File: config.mk
export PLATFORM = sky130hd
export DESIGN_NAME = uob_output_arbiter_flat
export DESIGN_NICKNAME = d
export VERILOG_FILES = /design/src/rtl/uob_output_arbiter_pkg.sv /design/src/rtl/uob_output_arbiter_if.sv /design/src/rtl/uob_output_arbiter_rr_select.sv /design/src/rtl/uob_output_arbiter.sv /design/src/flat_wrapper.sv
export SDC_FILE = /design/constraint.sdc
export NUM_CORES = 1
export LEC_CHECK = 0
export ABC_AREA = 1
export CAP_MARGIN = 10
export CORE_UTILIZATION = 43
export CTS_BUF_LIST = sky130_fd_sc_hd__clkbuf_8
export DETAILED_ROUTE_END_ITERATION = 8
export HOLD_SLACK_MARGIN = 0.06
export PLACE_DENSITY = 0.82
export SYNTH_ARGS = -nofsm -noshare
export SYNTH_HDL_FRONTEND = slang
export SYNTH_SLANG_ARGS = --single-unit
export TNS_END_PERCENT = 30
File: constraint.sdc
create_clock -name clk -period 3.6 [get_ports clk]
set_clock_uncertainty 0.2 [all_clocks]
set_input_delay 0.72 -clock clk [delete_from_list [all_inputs] [get_ports clk]]
set_output_delay 0.72 -clock clk [all_outputs]
set_load 0.01 [all_outputs]
File: src/rtl/uob_output_arbiter_pkg.sv
`default_nettype none
// ============================================================================
// Module      : uob_output_arbiter_pkg
// Description : Shared constants, FSM state encodings and width helper for
//               the UOB output arbiter.
// Revision    : 1.0 - initial release
// ============================================================================
package uob_output_arbiter_pkg;

    // Width of one UOB output word toward the host.
    localparam int UNIT_OUTPUT_WIDTH = 32;

    // Index of the most significant bit needed to hold 'value'.
    function automatic int msb(input int value);
        if (value <= 1) begin
            return 0;
        end
        return $clog2(value + 1) - 1;
    endfunction

    localparam logic [2:0] STATE_INIT  = 3'd0;
    localparam logic [2:0] STATE_IDLE  = 3'd1;
    localparam logic [2:0] STATE_HDR   = 3'd2;
    localparam logic [2:0] STATE_DATA  = 3'd3;
    localparam logic [2:0] STATE_TRAIL = 3'd4;
    localparam logic [2:0] STATE_DRAIN = 3'd5;

    typedef enum logic [2:0] {
        ST_INIT  = STATE_INIT,
        ST_IDLE  = STATE_IDLE,
        ST_HDR   = STATE_HDR,
        ST_DATA  = STATE_DATA,
        ST_TRAIL = STATE_TRAIL,
        ST_DRAIN = STATE_DRAIN
    } state_t;

endpackage
`default_nettype wire

File: src/rtl/uob_output_arbiter_if.sv
`default_nettype none
// ============================================================================
// Module      : uob_output_arbiter_if
// Description : UOB read side plus host-facing packet stream of the arbiter.
// Revision    : 1.0 - initial release
// ============================================================================
interface uob_output_arbiter_if
    import uob_output_arbiter_pkg::*;
#(
    parameter int N_UNITS   = 4,
    parameter int OUT_WIDTH = UNIT_OUTPUT_WIDTH,
    parameter int UNIT_MSB  = msb(N_UNITS - 1)
);

    logic [N_UNITS-1:0]           unit_empty;
    logic [N_UNITS-1:0]           unit_rd_en;
    logic [N_UNITS*OUT_WIDTH-1:0] unit_dout;
    logic                         space;
    logic [OUT_WIDTH-1:0]         dout;
    logic                         wr_en;
    logic                         pkt_start;
    logic                         pkt_end;
    logic [UNIT_MSB:0]            unit_id;
    logic                         err_header;

    modport master (
        input  unit_empty, unit_dout, space,
        output unit_rd_en, dout, wr_en, pkt_start, pkt_end, unit_id, err_header
    );

    modport slave (
        output unit_empty, unit_dout, space,
        input  unit_rd_en, dout, wr_en, pkt_start, pkt_end, unit_id, err_header
    );

endinterface
`default_nettype wire

File: src/rtl/uob_output_arbiter_rr_select.sv
`default_nettype none
// ============================================================================
// Module      : uob_output_arbiter_rr_select
// Description : Combinational round-robin picker. Searches the request vector
//               starting one past the pointer, wrapping, and returns a one-hot
//               grant plus the granted index.
// Revision    : 1.0 - initial release
// ============================================================================
module uob_output_arbiter_rr_select
    import uob_output_arbiter_pkg::*;
#(
    parameter int N_UNITS  = 4,
    parameter int UNIT_MSB = msb(N_UNITS - 1)
) (
    input  wire logic [N_UNITS-1:0]  req,
    input  wire logic [UNIT_MSB:0]   ptr,
    output logic      [N_UNITS-1:0]  grant,
    output logic      [UNIT_MSB:0]   idx,
    output logic                     valid
);

    localparam int UNIT_W = UNIT_MSB + 1;

    logic [UNIT_MSB:0] w_cand;

    // First requester at offsets 1..N_UNITS from the pointer wins; the pointer
    // itself is visited last so the previous winner has lowest priority.
    always_comb begin
        grant  = '0;
        idx    = '0;
        valid  = 1'b0;
        w_cand = '0;
        for (int off = 1; off <= N_UNITS; off++) begin
            w_cand = UNIT_W'((int'(ptr) + off) % N_UNITS);
            if (!valid && req[w_cand]) begin
                valid         = 1'b1;
                idx           = w_cand;
                grant[w_cand] = 1'b1;
            end
        end
    end

endmodule
`default_nettype wire

File: src/rtl/uob_output_arbiter.sv
`default_nettype none
// ============================================================================
// Module      : uob_output_arbiter
// Description : Round-robin arbiter that starts a UOB read only when the host
//               path can take a whole packet, validates the header and
//               forwards the fixed-length packet with framing and unit tag.
// Revision    : 1.0 - initial release
// ============================================================================
module uob_output_arbiter
    import uob_output_arbiter_pkg::*;
#(
    parameter int N_UNITS     = 4,
    parameter int UNIT_MSB    = msb(N_UNITS - 1),
    parameter int OUT_WIDTH   = UNIT_OUTPUT_WIDTH,
    parameter int OUT_N_WORDS = 40,
    parameter int INIT_GUARD  = OUT_N_WORDS + 4
) (
    input  wire logic             clk,
    input  wire logic             rst,
    uob_output_arbiter_if.master  bus
);

    localparam int UNIT_W  = UNIT_MSB + 1;
    localparam int CNT_W   = msb(OUT_N_WORDS) + 1;
    localparam int GUARD_W = msb(INIT_GUARD) + 1;

    localparam logic [CNT_W-1:0]     DATA_LAST  = CNT_W'(OUT_N_WORDS - 1);
    localparam logic [CNT_W-1:0]     DRAIN_LAST = CNT_W'(OUT_N_WORDS);
    localparam logic [GUARD_W-1:0]   GUARD_LAST = GUARD_W'(INIT_GUARD - 1);
    localparam logic [OUT_WIDTH-1:0] HEADER     = {OUT_WIDTH{1'b1}};

    state_t              r_state, w_state_next;
    logic [CNT_W-1:0]    r_count, w_count_next;
    logic [GUARD_W-1:0]  r_guard, w_guard_next;
    logic [UNIT_MSB:0]   r_sel,   w_sel_next;
    logic [UNIT_MSB:0]   r_rr,    w_rr_next;
    logic                r_err,   w_err_next;

    logic [N_UNITS-1:0]  w_rd_en;
    logic                w_fwd_valid;
    logic                w_fwd_start;
    logic                w_fwd_end;

    logic [OUT_WIDTH-1:0] r_dout;
    logic                 r_wr_en;
    logic                 r_pkt_start;
    logic                 r_pkt_end;
    logic [UNIT_MSB:0]    r_unit_id;

    logic [N_UNITS-1:0]   w_pick_grant;
    logic [UNIT_MSB:0]    w_pick_idx;
    logic                 w_pick_valid;

    logic [OUT_WIDTH-1:0] w_words [N_UNITS];
    logic [OUT_WIDTH-1:0] w_word;

    for (genvar gi = 0; gi < N_UNITS; gi++) begin : g_unpack
        assign w_words[gi] = bus.unit_dout[gi*OUT_WIDTH +: OUT_WIDTH];
    end

    // The stream of the granted unit is the only one ever looked at.
    assign w_word = w_words[r_sel];

    uob_output_arbiter_rr_select #(
        .N_UNITS  (N_UNITS),
        .UNIT_MSB (UNIT_MSB)
    ) u_rr_select (
        .req   (~bus.unit_empty),
        .ptr   (r_rr),
        .grant (w_pick_grant),
        .idx   (w_pick_idx),
        .valid (w_pick_valid)
    );

    // Next-state, counter and forwarding decisions for the packet sequencer.
    always_comb begin
        w_state_next = r_state;
        w_count_next = r_count;
        w_guard_next = r_guard;
        w_sel_next   = r_sel;
        w_rr_next    = r_rr;
        w_err_next   = r_err;
        w_rd_en      = '0;
        w_fwd_valid  = 1'b0;
        w_fwd_start  = 1'b0;
        w_fwd_end    = 1'b0;
        case (r_state)
            ST_INIT: begin
                // Lets a stream that survived an arbiter-only reset run out.
                if (r_guard == GUARD_LAST) begin
                    w_guard_next = '0;
                    w_state_next = ST_IDLE;
                end else begin
                    w_guard_next = r_guard + GUARD_W'(1);
                end
            end
            ST_IDLE: begin
                // A started stream cannot be paused, so room must exist first.
                // No read is issued while reset is pending.
                if (bus.space && w_pick_valid && !rst) begin
                    w_rd_en      = w_pick_grant;
                    w_sel_next   = w_pick_idx;
                    w_rr_next    = w_pick_idx;
                    w_state_next = ST_HDR;
                end
            end
            ST_HDR: begin
                w_count_next = '0;
                if (w_word == HEADER) begin
                    w_fwd_valid  = 1'b1;
                    w_fwd_start  = 1'b1;
                    w_state_next = ST_DATA;
                end else begin
                    w_err_next   = 1'b1;
                    w_state_next = ST_DRAIN;
                end
            end
            ST_DATA: begin
                w_fwd_valid = 1'b1;
                if (r_count == DATA_LAST) begin
                    w_fwd_end    = 1'b1;
                    w_count_next = '0;
                    w_state_next = ST_TRAIL;
                end else begin
                    w_count_next = r_count + CNT_W'(1);
                end
            end
            ST_TRAIL: begin
                w_state_next = ST_IDLE;
            end
            ST_DRAIN: begin
                // Swallows the data words plus the trailer of a bad stream.
                if (r_count == DRAIN_LAST) begin
                    w_count_next = '0;
                    w_state_next = ST_IDLE;
                end else begin
                    w_count_next = r_count + CNT_W'(1);
                end
            end
            default: begin
                w_state_next = ST_INIT;
            end
        endcase
    end

    // Sequencer state, counters, round-robin pointer and sticky error flag.
    always_ff @(posedge clk) begin
        if (rst) begin
            r_state <= ST_INIT;
            r_count <= '0;
            r_guard <= '0;
            r_sel   <= '0;
            r_rr    <= '0;
            r_err   <= 1'b0;
        end else begin
            r_state <= w_state_next;
            r_count <= w_count_next;
            r_guard <= w_guard_next;
            r_sel   <= w_sel_next;
            r_rr    <= w_rr_next;
            r_err   <= w_err_next;
        end
    end

    // One-cycle output stage; the unit tag only changes on forwarded words.
    always_ff @(posedge clk) begin
        if (rst) begin
            r_dout      <= '0;
            r_wr_en     <= 1'b0;
            r_pkt_start <= 1'b0;
            r_pkt_end   <= 1'b0;
            r_unit_id   <= '0;
        end else begin
            r_dout      <= w_fwd_valid ? w_word : '0;
            r_wr_en     <= w_fwd_valid;
            r_pkt_start <= w_fwd_start;
            r_pkt_end   <= w_fwd_end;
            if (w_fwd_valid) begin
                r_unit_id <= r_sel;
            end
        end
    end

    assign bus.unit_rd_en = w_rd_en;
    assign bus.dout       = r_dout;
    assign bus.wr_en      = r_wr_en;
    assign bus.pkt_start  = r_pkt_start;
    assign bus.pkt_end    = r_pkt_end;
    assign bus.unit_id    = r_unit_id;
    assign bus.err_header = r_err;

    // Only referenced to keep the tag width tied to the unit count.
    if (UNIT_W < 1) begin : g_width_guard
        initial $fatal(1, "unit index width must be positive");
    end

endmodule
`default_nettype wire

File: src/flat_wrapper.sv
// flat-port wrapper written by rule: the top's interface ports become plain ports
module uob_output_arbiter_flat import uob_output_arbiter_pkg::*;
#(
    parameter int N_UNITS     = 4,
    parameter int UNIT_MSB    = msb(N_UNITS - 1),
    parameter int OUT_WIDTH   = UNIT_OUTPUT_WIDTH,
    parameter int OUT_N_WORDS = 40,
    parameter int INIT_GUARD  = OUT_N_WORDS + 4
)
  (clk, rst, bus_unit_empty, bus_unit_dout, bus_space, bus_unit_rd_en, bus_dout, bus_wr_en, bus_pkt_start, bus_pkt_end, bus_unit_id, bus_err_header);
  uob_output_arbiter_if #(.N_UNITS(N_UNITS), .OUT_WIDTH(OUT_WIDTH), .UNIT_MSB(UNIT_MSB)) bus_i ();
  input  wire logic clk;
  input  wire logic rst;
  input wire logic [$bits(bus_i.unit_empty)-1:0] bus_unit_empty;
  input wire logic [$bits(bus_i.unit_dout)-1:0] bus_unit_dout;
  input wire logic [$bits(bus_i.space)-1:0] bus_space;
  output wire logic [$bits(bus_i.unit_rd_en)-1:0] bus_unit_rd_en;
  output wire logic [$bits(bus_i.dout)-1:0] bus_dout;
  output wire logic [$bits(bus_i.wr_en)-1:0] bus_wr_en;
  output wire logic [$bits(bus_i.pkt_start)-1:0] bus_pkt_start;
  output wire logic [$bits(bus_i.pkt_end)-1:0] bus_pkt_end;
  output wire logic [$bits(bus_i.unit_id)-1:0] bus_unit_id;
  output wire logic [$bits(bus_i.err_header)-1:0] bus_err_header;
  assign bus_i.unit_empty = bus_unit_empty;
  assign bus_i.unit_dout = bus_unit_dout;
  assign bus_i.space = bus_space;
  assign bus_unit_rd_en = bus_i.unit_rd_en;
  assign bus_dout = bus_i.dout;
  assign bus_wr_en = bus_i.wr_en;
  assign bus_pkt_start = bus_i.pkt_start;
  assign bus_pkt_end = bus_i.pkt_end;
  assign bus_unit_id = bus_i.unit_id;
  assign bus_err_header = bus_i.err_header;
  uob_output_arbiter #(.N_UNITS(N_UNITS), .UNIT_MSB(UNIT_MSB), .OUT_WIDTH(OUT_WIDTH), .OUT_N_WORDS(OUT_N_WORDS), .INIT_GUARD(INIT_GUARD)) u_core (.clk(clk), .rst(rst), .bus(bus_i));
endmodule
==> results_dict.tcl <==
set metrics [dict create \
    status "finished, violations left" \
    failed_checks "DRC" \
    fin_nets 996 \
    max_slew.worst_pin.slew_ns 0.676 \
    finalInstanceArea_mm2 0.00583 \
    hold_violations 0 \
    cts_sinks 55 \
    switchingPower_w 0.000688 \
    post_cts_buffers 0 \
    setup_viol 0 \
    multiInputGateArea_mm2 0.00215 \
    relSlewSlack_pct 54.5 \
    place_congestion 0.829 \
    path_clk_slew_ns 0.10 \
    critPathArrivalTime_ns 2.43 \
    cpPeakStageDelay_ns 0.41 \
    dpl.hpwl_um 9180 \
    num-fill-cells 820 \
    grt_pass1_wl_um 19200 \
    synth_area_per_cell_um2 5.75 \
    vias_per_cell 4.69 \
    p_per_area_mw_per_mm2 314 \
    cts.path.max_buffers 2 \
    cts_root_buf "clkbuf_8" \
    synth_nets 832 \
    dieWidth_um 97.8 \
    tns_ns 0 \
    seq_area_mm2 0.00110 \
    postRouteAntennaNets 0 \
    critPathMostFrequentCell "nand2_1" \
    hold_buffers 0 \
    startpoint "bus_unit_empty[0]" \
    drtIter0Drc 143 \
    initial_core_util_pct 44.9 \
    fin_hold_ws_ns 0.257 \
    r2r-start "u_core.r_sel[0]" \
    placed_cell_area_mm2 0.00572 \
    ys_types 28 \
    clk_latency_ns 0.31 \
    slew_violations 0 \
    coreArea_mm2 0.00881 \
    route.detailed.drc 10 \
    p_leak_nw 2.98 \
    grt_pass1_vias 4247 \
    cts_tree "built" \
    internal_power_w 0.00114 \
    required_ns 2.68 \
    fmax_mhz 299 \
    drv_cap 0 \
    finalCritPeriodShare_pct 93.0 \
    die_h_um 97.8 \
    crit_type "primary input to output port" \
    layout_min_cycle_time_ns 3.35 \
    drtPass1Iterations 9 \
    worstPathCellList "clkdlybuf4s50_1 > inv_1 > nand2_1 > nand3_1 > nand2_1 > buf_4 > inv_1 > nand2_1 > o22ai_1 > a21oi_1 > a21oi_1 > dlygate4sd2_1" \
    ys_ff_latch 55 \
    htree_levels 2 \
    wl_um 11500 \
    swShare_pct 37.6 \
    grt_max_degree 71 \
    num_rows 34 \
    antenna_found_initial 0 \
    portBuffers 176 \
    end_kind "output port" \
    avgRoutedWirePerCell_um 12.0 \
    dp.cells 952 \
    grt_use_total_pct 24.6 \
    hold_path.class "flop to flop" \
    boundaryPins 177 \
    seq_area_frac_synth_pct 27.9 \
    min_from "u_core.r_count[3]" \
    drive_gt1_share_pct 6.57 \
    yosys_warnings 0 \
    area_growth_syn_to_layout_pct 47.5 \
    critPathSlowestCell "clkdlybuf4s50_1" \
    cts_buffers 5 \
    critPathLaunchType "primary input" \
    grt_overflow 0 \
    combPwrFrac_pct 43.1 \
    diodes 0 \
    clkPwrFrac_pct 19.2 \
    netlist_instances 687 \
    crit_fanout 4 \
    sequentialPowerShare_pct 37.7 \
    instances_no_fill 960 \
    vias 4500 \
    rsz0062_at_grt "false" \
    design.die.area_mm2 0.00957 \
    syn_area_mm2 0.00395 \
    peakVddDrop_mv 0.204 \
]
-- worst paths after layout --
path	cells after the start	slack [ns]	to
max	12	0.25	bus_unit_rd_en[2]
min	1	0.26	u_core.bus.pkt_end
max reg2reg	14	0.50	u_core.bus.dout[10]
min reg2reg	1	0.26	u_core.bus.pkt_end
-- cell usage in the layout, fill, tap and decap left out, drive strengths merged --
master	synthesis	routed
a21oi	21	21
a221oi	1	1
nand4	4	4
o22ai	1	1
nand3	65	65
clkdlybuf4s50	0	172
nor4	1	1
nand2	254	254
xor2	3	3
ha	10	10
o21ai	23	23
o211ai	1	1
dlymetal6s2s	0	2
nor2	73	73
buf	25	10
nor3	2	2
o2bb2ai	1	1
inv	135	136
clkinv	0	2
clkbuf	4	5
a211oi	2	2
dfxtp	55	55
and2	6	6
dlygate4sd2	0	2
-- synth_stat cells, drive strengths merged --
cell / instances / share of area, %
dfxtp: 55 / 28
nand2: 254 / 24
a21oi: 21 / 2.7
a211oi: 2 / 0.38
o21ai: 23 / 2.9
nand4: 4 / 0.63
buf: 25 / 4.9
ha: 10 / 3.2
xor2: 3 / 0.67
and2: 6 / 0.95
nor2: 73 / 8.9
nand3: 65 / 8.4
o211ai: 1 / 0.19
nor3: 2 / 0.25
a221oi: 1 / 0.22
o22ai: 1 / 0.16
clkbuf: 4 / 0.38
nor4: 1 / 0.16
o2bb2ai: 1 / 0.22
inv: 135 / 13
-- power by group through the flow --
stage	Sequential (W)	Combinational, W	Clock, W
6_report	0.000689	0.000788	0.000352
5_1_grt	0.000697	0.000890	0.000385
4_1_cts	0.000689	0.000784	0.000361
3_5_place_dp	0.000703	0.000778	0
3_3_place_gp	0.000701	0.000768	0
2_1_floorplan	0.000707	0.000476	0
-- flip-flops by register name, summed over array words and instances, names as in the netlist --
name / flops
u_core.bus.pkt_start: 1
u_core.bus.unit_id: 2
u_core.bus.pkt_end: 1
u_core.r_count: 6
u_core.r_guard: 6
u_core.bus.wr_en: 1
u_core.bus.err_header: 1
u_core.bus.dout: 32
u_core.r_state: 3
u_core.r_sel: 2
-- timing repair --
item                                   CTS  global route
gates resized for setup                  4             5
setup endpoints to repair                4             2
endpoints found under the hold margin    0             0
-- kinds of logic after synthesis --
logic type / Yosys count / share of synthesized area (%)
adders and majority gates: 10 / 3.17
buffers and inverters: 164 / 18.1
AOI/OAI and AO/OA: 50 / 6.75
xor gates and xnor gates: 3 / 0.665
DFF: 55 / 27.9
and+or+nand+nor: 405 / 43.5
-- per-layer routing --
layer / vias up / GRT usage, % / wire [um]
met2: 157 / 43.6 / 5500
met5: - / 0 / 0
met3: 25 / 3.58 / 624
met1: 1948 / 29.6 / 5040
li1: 2370 / - / -
met4: 0 / 10.4 / 352
-- layout make-up --
class                           instances  share of cell area (%)
Clock buffer                            5                    1.18
Tap cell                              108                    2.32
Clock inverter                          3                   0.386
Timing Repair Buffer                  186                    31.6
Inverter                              135                    8.69
Sequential cell                        55                    19.0
Multi-Input combinational cell        468                    36.8
-- stage by stage --
stage	power [W]	utilization (%)	setup WS, ns
after floorplan	0.00118	-	0.580
final	0.00183	66.2	0.252
after global placement	0.00147	64.9	-0.0754
after global routing	0.00197	66.2	0.0773
after detailed placement	0.00148	64.9	-0.118
after CTS	0.00183	66.0	0.0159
-- critical path: cells and delay by family --
kind	cells	cell delay, ns
buffers and inverters	5	1.03
AOI/OAI and AO/OA	3	0.32
and+or+nand+nor	4	0.35
Power figures use the tool's default switching activity.
